$ cat config.mk
export PLATFORM = sky130hd
export DESIGN_NAME = ps2_keyboard_rx
export DESIGN_NICKNAME = d
export VERILOG_FILES = /design/src/rtl/ps2_pkg.sv /design/src/rtl/ps2_scancode_lut.sv /design/src/rtl/ps2_keyboard_rx.sv
export SDC_FILE = /design/constraint.sdc
export NUM_CORES = 1
export LEC_CHECK = 0
export ABC_CLOCK_PERIOD_IN_PS = 6300
export CAP_MARGIN = 40
export CORE_ASPECT_RATIO = 0.9
export CORE_MARGIN = 2
export CORE_UTILIZATION = 50
export CTS_BUF_LIST = sky130_fd_sc_hd__clkbuf_8
export DETAILED_ROUTE_END_ITERATION = 7
export PLACE_DENSITY = 0.76
export SYNTH_ARGS = -nofsm -noshare
export SYNTH_HDL_FRONTEND = slang
export SYNTH_SLANG_ARGS = --single-unit
$ cat constraint.sdc
create_clock -name clk_50MHz -period 6.3 [get_ports clk_50MHz]
set_input_delay 0.63 -clock clk_50MHz [delete_from_list [all_inputs] [get_ports clk_50MHz]]
set_output_delay 0.63 -clock clk_50MHz [all_outputs]
set_load 0.005 [all_outputs]
$ cat src/rtl/ps2_pkg.sv
// Shared types and scan-code constants for the PS/2 keyboard receiver.
package ps2_pkg;

  typedef enum logic [1:0] {
    IDLE   = 2'd0,
    DATA   = 2'd1,
    PARITY = 2'd2,
    STOP   = 2'd3
  } rx_state_t;

  localparam logic [7:0] SC_EXT    = 8'hE0;
  localparam logic [7:0] SC_BREAK  = 8'hF0;
  localparam logic [7:0] SC_LSHIFT = 8'h12;
  localparam logic [7:0] SC_RSHIFT = 8'h59;

  function automatic logic is_shift_code(input logic [7:0] code);
    return (code == SC_LSHIFT) || (code == SC_RSHIFT);
  endfunction

endpackage

$ cat src/rtl/ps2_scancode_lut.sv
// Set-2 scan code to ASCII: letters, digits, space, enter, backspace; unmapped codes give 0.
module ps2_scancode_lut (
  input  logic       shift_i,
  input  logic [7:0] code_i,
  output logic [7:0] ascii_o
);

  logic [7:0] base;

  always_comb begin
    base = 8'h00;
    case (code_i)
      8'h1C: base = 8'h61;  8'h32: base = 8'h62;  8'h21: base = 8'h63;  8'h23: base = 8'h64;
      8'h24: base = 8'h65;  8'h2B: base = 8'h66;  8'h34: base = 8'h67;  8'h33: base = 8'h68;
      8'h43: base = 8'h69;  8'h3B: base = 8'h6A;  8'h42: base = 8'h6B;  8'h4B: base = 8'h6C;
      8'h3A: base = 8'h6D;  8'h31: base = 8'h6E;  8'h44: base = 8'h6F;  8'h4D: base = 8'h70;
      8'h15: base = 8'h71;  8'h2D: base = 8'h72;  8'h1B: base = 8'h73;  8'h2C: base = 8'h74;
      8'h3C: base = 8'h75;  8'h2A: base = 8'h76;  8'h1D: base = 8'h77;  8'h22: base = 8'h78;
      8'h35: base = 8'h79;  8'h1A: base = 8'h7A;
      8'h45: base = 8'h30;  8'h16: base = 8'h31;  8'h1E: base = 8'h32;  8'h26: base = 8'h33;
      8'h25: base = 8'h34;  8'h2E: base = 8'h35;  8'h36: base = 8'h36;  8'h3D: base = 8'h37;
      8'h3E: base = 8'h38;  8'h46: base = 8'h39;
      8'h29: base = 8'h20;
      8'h5A: base = 8'h0D;
      8'h66: base = 8'h08;
      default: base = 8'h00;
    endcase
  end

  // Shift only changes letter case; digits and control keys pass through.
  always_comb begin
    ascii_o = base;
    if (shift_i && (base >= 8'h61) && (base <= 8'h7A)) begin
      ascii_o = base - 8'h20;
    end
  end

endmodule

$ cat src/rtl/ps2_keyboard_rx.sv
// PS/2 keyboard receiver: synchronises and filters the PS/2 lines, frames bytes, decodes
// make/break/extended/shift sequences and writes one ASCII byte per key press to the FIFO.
module ps2_keyboard_rx
  import ps2_pkg::*;
#(
  parameter int unsigned FILTER_LEN     = 8,
  parameter int unsigned TIMEOUT_CYCLES = 50000
) (
  input  logic       clk_50MHz,
  input  logic       rst_n,
  input  logic       ps2_clk,
  input  logic       ps2_data,
  input  logic       fifo_full,
  output logic [7:0] char,
  output logic       wrreq,
  output logic       frame_err,
  output logic       overflow
);

  localparam int unsigned FiltW = $clog2(FILTER_LEN) + 1;
  localparam int unsigned TimeW = $clog2(TIMEOUT_CYCLES) + 1;

  logic [1:0]       clk_sync_q, data_sync_q;
  logic             filt_clk_q, filt_clk_d;
  logic [FiltW-1:0] filt_cnt_q, filt_cnt_d;
  logic [TimeW-1:0] to_cnt_q, to_cnt_d;
  rx_state_t        state_q, state_d;
  logic [2:0]       bit_cnt_q, bit_cnt_d;
  logic [7:0]       shreg_q, shreg_d;
  logic             par_q, par_d;
  logic             code_valid_q, code_valid_d;
  logic             brk_q, brk_d, ext_q, ext_d, shift_q, shift_d;
  logic [7:0]       char_q, char_d;
  logic             wrreq_q, wrreq_d, frame_err_q, frame_err_d, overflow_q, overflow_d;
  logic             fall_tick, timeout, data_bit, fire;
  logic [7:0]       lut_ascii;

  assign data_bit = data_sync_q[1];

  // The filtered clock follows the input only after FILTER_LEN consecutive differing samples.
  always_comb begin
    filt_clk_d = filt_clk_q;
    filt_cnt_d = '0;
    if (clk_sync_q[1] != filt_clk_q) begin
      if (filt_cnt_q == FiltW'(FILTER_LEN - 1)) begin
        filt_clk_d = clk_sync_q[1];
      end else begin
        filt_cnt_d = filt_cnt_q + 1'b1;
      end
    end
  end

  assign fall_tick = filt_clk_q & ~filt_clk_d;
  assign timeout   = (state_q != IDLE) && (to_cnt_q == TimeW'(TIMEOUT_CYCLES - 1));
  assign to_cnt_d  = (fall_tick || timeout || (state_q == IDLE)) ? '0 : to_cnt_q + 1'b1;

  // Timeout has priority over a coincident fall_tick.
  always_comb begin
    state_d      = state_q;
    bit_cnt_d    = bit_cnt_q;
    shreg_d      = shreg_q;
    par_d        = par_q;
    code_valid_d = 1'b0;
    frame_err_d  = 1'b0;
    if (timeout) begin
      state_d     = IDLE;
      bit_cnt_d   = '0;
      frame_err_d = 1'b1;
    end else if (fall_tick) begin
      unique case (state_q)
        IDLE: begin
          if (!data_bit) begin
            state_d   = DATA;
            bit_cnt_d = '0;
          end else begin
            frame_err_d = 1'b1;
          end
        end
        DATA: begin
          shreg_d   = {data_bit, shreg_q[7:1]};
          bit_cnt_d = bit_cnt_q + 1'b1;
          if (bit_cnt_q == 3'd7) state_d = PARITY;
        end
        PARITY: begin
          par_d   = data_bit;
          state_d = STOP;
        end
        STOP: begin
          state_d = IDLE;
          if (data_bit && (^{shreg_q, par_q})) code_valid_d = 1'b1;
          else frame_err_d = 1'b1;
        end
        default: state_d = IDLE;
      endcase
    end
  end

  ps2_scancode_lut u_lut (
    .shift_i (shift_q),
    .code_i  (shreg_q),
    .ascii_o (lut_ascii)
  );

  // shreg_q still holds the completed byte in the cycle code_valid_q is high.
  always_comb begin
    brk_d   = brk_q;
    ext_d   = ext_q;
    shift_d = shift_q;
    fire    = 1'b0;
    if (code_valid_q) begin
      if (shreg_q == SC_EXT) begin
        ext_d = 1'b1;
      end else if (shreg_q == SC_BREAK) begin
        brk_d = 1'b1;
      end else begin
        if (is_shift_code(shreg_q)) shift_d = ~brk_q;
        else if (!brk_q && !ext_q && (lut_ascii != 8'h00)) fire = 1'b1;
        brk_d = 1'b0;
        ext_d = 1'b0;
      end
    end
    wrreq_d    = fire & ~fifo_full;
    overflow_d = fire & fifo_full;
    char_d     = wrreq_d ? lut_ascii : char_q;
  end

  always_ff @(posedge clk_50MHz or negedge rst_n) begin
    if (!rst_n) begin
      clk_sync_q   <= 2'b11;
      data_sync_q  <= 2'b11;
      filt_clk_q   <= 1'b1;
      filt_cnt_q   <= '0;
      to_cnt_q     <= '0;
      state_q      <= IDLE;
      bit_cnt_q    <= '0;
      shreg_q      <= '0;
      par_q        <= 1'b0;
      code_valid_q <= 1'b0;
      brk_q        <= 1'b0;
      ext_q        <= 1'b0;
      shift_q      <= 1'b0;
      char_q       <= '0;
      wrreq_q      <= 1'b0;
      frame_err_q  <= 1'b0;
      overflow_q   <= 1'b0;
    end else begin
      clk_sync_q   <= {clk_sync_q[0], ps2_clk};
      data_sync_q  <= {data_sync_q[0], ps2_data};
      filt_clk_q   <= filt_clk_d;
      filt_cnt_q   <= filt_cnt_d;
      to_cnt_q     <= to_cnt_d;
      state_q      <= state_d;
      bit_cnt_q    <= bit_cnt_d;
      shreg_q      <= shreg_d;
      par_q        <= par_d;
      code_valid_q <= code_valid_d;
      brk_q        <= brk_d;
      ext_q        <= ext_d;
      shift_q      <= shift_d;
      char_q       <= char_d;
      wrreq_q      <= wrreq_d;
      frame_err_q  <= frame_err_d;
      overflow_q   <= overflow_d;
    end
  end

  assign char      = char_q;
  assign wrreq     = wrreq_q;
  assign frame_err = frame_err_q;
  assign overflow  = overflow_q;

endmodule

==> reports/qor.csv, run 1 <==
metric,value,unit
relSlewSlack,51.47,%
cts_setup_buffers,0,
grt_first_pass_wirelength,12510,um
fin_setup_tns,0,ns
syn_inst,372,
die_y,83.72,um
ir_drop,0.1101,mV
cap_violations,0,
grt_pass1_vias,2588,
worstMarginPinSlew,0.7279,ns
cts_buffer_depth,2,
yosysSeqAreaShare,39.16,%
ant_nets,0,
outcome,"complete, no violations",
fin_worst_skew,0.009989,ns
max_stage_delay,0.61,ns
place.port_buffers,15,
synth_top_area_share,35.44,%
synth_cell_types,72,
hold_viol,0,
hp-class,flip-flop to flip-flop,
final_util,54.88,%
seq_area,0.001383,mm2
hold_buffers,0,
die-area,0.007751,mm2
drive_above_1_share,11.32,%
cp_slowest_cell,dfrtp_1,
crit_path_end_kind,flip-flop,
start_kind,flip-flop,
ctsResizeCount,0,
drc,0,
cts_tree,built,
layout_commonest_cell,dfrtp_1,
crit_type,flip-flop to flip-flop,
cts_num_sinks,55,
diodes,0,
period_needed,3.225,ns
io_pins,16,
hold_ws,0.3561,ns
clockRootBuffer,clkbuf_8,
p_int,0.5018,mW
grt_start_max_net_pins,56,
multiInputGateArea,0.001958,mm2
combPwrFrac,5.4,%
htree_levels,2,
worst-path-buf-inv,1,
regToRegSetupSlack,3.08,ns
avgViaCountPerCell,5.778,
synth_edf_count,0,
p_sw_share,21.91,%
path_delay_family,compound AO/OA/AOI/OAI gates,
yosysTopAreaCell,dfrtp_1,
drv_slew,0,
synth_top_flop_cell,dfrtp_1,
cp_cell_sequence,"inv_1, ha_1, mux2_1, a21oi_1, a21o_2, a2bb2o_4, nor4b_4, a31oi_4, mux2_4",
p_clk_share,35.9,%
required,6.49,ns
ys_seq_elements,55,
path_clk_slew,0.10,ns
syn_area_per_cell,9.492,um2
initial_core_util,50.95,%
crit_arrival,3.42,ns
dieWidth,92.58,um
antenna_found_initial,0,
area_delta_synth_final,7.725,%
routedWlPerCell,15.29,um
power_frac_seq,58.8,%
clock.fmax,310.1,MHz
rsz0062_at_grt,no,
final_cell_mix,"dfrtp_1 (50), nor2_1 (46), nand2_1 (31)",
nFillCells,622,
yosys_warnings,0,
core,0.006930,mm2
num_rows,29,
period_share,51.19,%
firstDrtPassIters,4,
drt_iter0_markers,202,
hpwlAfterDp,5162,um
place.gp.congestion,0.8800,
clk_latency,0.30,ns
synth-async-reset-ratio,100.0,%
p_leak,1.586,nW
wirelength,7233,um
syn-cell-area,0.003531,mm2
overflow,0,
power_switching,0.1408,mW
setup_violations,0,
synthTopCellsByArea,"dfrtp_1 (35%), ha_1 (6.0%), nor2_1 (4.9%), dfstp_2 (3.7%), a21oi_1 (3.4%)",
via_count,2733,
cts_buffers,5,
grt_usage,19.76,%
cp_max_fo,14,
power_density,168.9,mW/mm2
nets,401,
syn_nets,394,
==> layer usage <==
metal	vias to the layer above	GRT usage [%]	part of all wire, %
met2	85	29.40	46
met5	-	0	0
li1	1335	-	-
met3	6	3.794	5.7
met4	0	5.156	0.79
met1	1307	29.54	48
==> cells in the mapped netlist, drive strengths merged (2+ instances only) <==
library cell  count
xor2              9
nor2             47
buf              13
inv              18
ha               17
clkbuf            5
dfrtp            50
or3b              2
mux2i             7
a311oi            4
nand4            10
dfstp             5
xnor2            13
mux2             14
a31oi             3
o32ai             4
nand3             8
a22o              2
and3              6
o211ai            2
o21a              2
nor4              2
nor3b             2
a21oi            24
a211oi            2
nor3             12
nand2b            8
nor4b             3
nand2            32
or4b              2
a41o              2
o21ai            15
nand3b            2
nor2b             5
==> cell families after synthesis <==
| family | share of synthesized area [%] |
|---|---|
| compound gates | 15.52 |
| xor+xnor | 5.457 |
| fa+ha+maj | 6.024 |
| buf+inv | 5.386 |
| flops | 39.16 |
| mux | 6.875 |
| simple gates | 21.58 |
==> power by group through the flow <==
stage / logic (mW) / registers, mW / clock network [mW]
after global routing: 0.0406 / 0.380 / 0.252
final: 0.0345 / 0.378 / 0.230
after CTS: 0.0357 / 0.378 / 0.239
after global placement: 0.0346 / 0.384 / 0
after detailed placement: 0.0357 / 0.385 / 0
after floorplan: 0.0224 / 0.382 / 0
==> final timing paths <==
kind	from	endpoint	depth (start not counted)
max	shreg_q[1]$_DFFE_PN0P_	char[3]$_DFFE_PN0P_	9
min	data_sync_q[0]$_DFF_PN1_	data_sync_q[1]$_DFF_PN1_	0
max reg2reg	shreg_q[1]$_DFFE_PN0P_	char[3]$_DFFE_PN0P_	9
min reg2reg	data_sync_q[0]$_DFF_PN1_	data_sync_q[1]$_DFF_PN1_	0
max in group asynchronous	rst_n	shreg_q[3]$_DFFE_PN0P_	2
min in group asynchronous	rst_n	char[2]$_DFFE_PN0P_	2
==> sequential cells by signal, indices dropped and copies added (netlist names) <==
| register | cells |
|---|---|
| par_q | 1 |
| char | 8 |
| wrreq | 1 |
| filt_clk_q | 1 |
| shreg_q | 8 |
| code_valid_q | 1 |
| clk_sync_q | 2 |
| bit_cnt_q | 3 |
| state_q | 2 |
| shift_q | 1 |
| filt_cnt_q | 4 |
| overflow | 1 |
| to_cnt_q | 17 |
| data_sync_q | 2 |
| ext_q | 1 |
| frame_err | 1 |
| brk_q | 1 |
==> metrics by stage <==
stage	worst slack (ns)	instance area, um2	instances	total power, mW
3_3_place_gp	3.176	3692	465	0.4182
6_report	3.075	3804	473	0.6426
5_1_grt	2.837	3804	473	0.6731
4_1_cts	3.096	3804	473	0.6528
3_5_place_dp	3.108	3692	465	0.4207
2_1_floorplan	3.304	3531	372	0.4046
==> final cells by class <==
cell class                      count  area share (%)
Timing Repair Buffer               18           4.408
Multi-Input combinational cell    281           51.48
Clock inverter                      3           1.118
Tap cell                           93           3.059
Sequential cell                    55           36.35
Clock buffer                        5           1.809
Inverter                           18           1.776
No activity file was read; power rests on OpenSTA's default activity.
==> run 2, diff against run 1 <==
- ABC_CLOCK_PERIOD_IN_PS: 6300 -> 2900
- PLACE_DENSITY: 0.76 -> 0.79
- clock period: 6.3 -> 2.9 ns (I/O delays scaled with it)
==> run 2 against run 1 <==
  * The run now ends with negative hold slack left
  * Sequential share of layout area shrank 1.2 points
  * Sequential power grew 120%
  * Global-route usage grew 0.91 points
  * Core utilization grew 2.0 points
  * Critical endpoint unchanged
  * Via count grew 6.1%
  * Die area is the same
  * Clock power grew 120%
  * Design area grew 3.6%
  * Flip-flop and latch count is the same
  * Final cell count grew 3.6%
  * Highest routed layer unchanged
  * Non-clock buffer count grew 17
  * Largest cell class unchanged
==> reports/qor.csv, run 2 (same netlist as run 1, synthesis figures left out) <==
metric,value,unit
cap_violations,0,
hp-class,input pin to asynchronous set/reset pin,
nets,418,
place.gp.congestion,1.014,
final_cell_mix,"dfrtp_1 (48), nor2_1 (46), nand2_1 (31)",
clk_latency,0.31,ns
firstDrtPassIters,5,
hold_ws,-0.007166,ns
largest_reg_flops,17,
layout_commonest_cell,dfrtp_1,
drive_above_1_share,16.12,%
io_pins,16,
cts_tree,built,
ant_nets,0,
drv_slew,0,
crit_arrival,2.94,ns
die-area,0.007751,mm2
cp_max_fo,8,
grt_pass1_vias,2786,
period_needed,2.744,ns
cts_buffers,5,
hold_viol,22,
diodes,0,
dp.cells,480,
worstMarginPinSlew,0.6386,ns
grt_usage,20.66,%
ff2ff_path_depth,9,
period_share,94.61,%
initial_core_util,50.95,%
fin_setup_tns,0,ns
antenna_found_initial,0,
num_rows,29,
htree_levels,2,
outcome,finished with violations,
avgViaCountPerCell,5.916,
clock.fmax,364.5,MHz
relSlewSlack,57.30,%
power_density,357.2,mW/mm2
clockRootBuffer,clkbuf_8,
via_count,2899,
die_y,83.72,um
dieWidth,92.58,um
core,0.006930,mm2
drc,0,
required,3.09,ns
wirelength,7743,um
rsz0062_at_grt,no,
grt_first_pass_wirelength,13060,um
cts_buffer_depth,2,
routedWlPerCell,15.80,um
nFillCells,604,
start_kind,flip-flop,
fin_worst_skew,0.008503,ns
drt_iter0_markers,397,
grt_start_max_net_pins,31,
crit_path_end_kind,flip-flop,
cts_num_sinks,55,
hpwlAfterDp,5713,um
setup_violations,0,
path_clk_slew,0.10,ns
overflow,0,
violations,negative hold slack,
fin_cells,490,
top_register,to_cnt_q,
ir_drop,0.2887,mV
crit_type,flip-flop to flip-flop,
area_delta_synth_final,11.62,%
p_leak,1.670,nW
place.port_buffers,15,
## run 2: cell types whose count changed in the layout (fill, tap and decap cells not counted)
cell,change
ha_2,+1
dfrtp_1,-2
buf_4,+17
nor3_2,+1
dfrtp_2,+2
ha_1,-1
nor3_1,-1
## run 2: report_power, final
group          leakage [nW]  internal (mW)  switching, mW
combinational         0.886         0.0341         0.0451
sequential            0.724          0.799         0.0203
clock                0.0599          0.258          0.251
total                  1.67           1.09          0.317
## run 2: repair_timing
action | in CTS | in global routing
buffers inserted | 0 | 2
hold buffers | 0 | 0
gates resized for setup | 0 | 4
setup endpoints to repair | 0 | 7
## run 2: worst paths after layout
| kind | to | start | slack (ns) |
|---|---|---|---|
| min in group clk_50MHz | data_sync_q[1]$_DFF_PN1_ | data_sync_q[0]$_DFF_PN1_ | 0.36 |
| setup reg to reg | char[3]$_DFFE_PN0P_ | shreg_q[0]$_DFFE_PN0P_ | 0.16 |
| hold / removal | filt_cnt_q[2]$_DFF_PN0_ | rst_n | -0.007 |
| setup / recovery | char[3]$_DFFE_PN0P_ | shreg_q[0]$_DFFE_PN0P_ | 0.16 |
| hold reg to reg | data_sync_q[1]$_DFF_PN1_ | data_sync_q[0]$_DFF_PN1_ | 0.36 |
| max in group asynchronous | data_sync_q[1]$_DFF_PN1_ | rst_n | 2.09 |
## run 2: cell type report
cell class / instances / area (um2) / area share [%]
Clock buffer: 5 / 68.82 / 1.746
Timing Repair Buffer: 35 / 295.3 / 7.492
Inverter: 18 / 67.56 / 1.714
Clock inverter: 3 / 42.54 / 1.079
Multi-Input combinational cell: 281 / 1966 / 49.87
Sequential cell: 55 / 1385 / 35.14
Tap cell: 93 / 116.4 / 2.952
## run 2: metal layers
metal  track usage (%)  part of all wire, %  vias to the layer above
li1                  -                    -                     1368
met1             29.38                   46                     1385
met2             32.58                   46                      129
met3             3.252                  6.7                       17
met4             6.242                  1.8                        0
met5                 0                    0                        -
## run 2: metrics by stage
stage	util, %	setup WS, ns	power [mW]	hold WS, ns	cell area, um2
2_1_floorplan	-	0.02801	0.8789	-0.005591	3532
3_3_place_gp	54.90	0.2211	0.9087	0.3390	3805
3_5_place_dp	54.90	0.1221	0.9176	0.3478	3805
4_1_cts	56.51	0.1090	1.425	0.01045	3916
5_1_grt	56.87	0.01570	1.465	0.04053	3941
6_report	56.87	0.1564	1.408	-0.007166	3941
## run 2: critical path: stages, from the launching register on
cell and delay, ns:
dfrtp_2 0.45, inv_1 0.15, ha_1 0.33, o21ai_1 0.21, a21oi_1 0.08, a211oi_1 0.32
o32ai_1 0.16, nor4b_4 0.37, a31oi_4 0.21, mux2_4 0.35
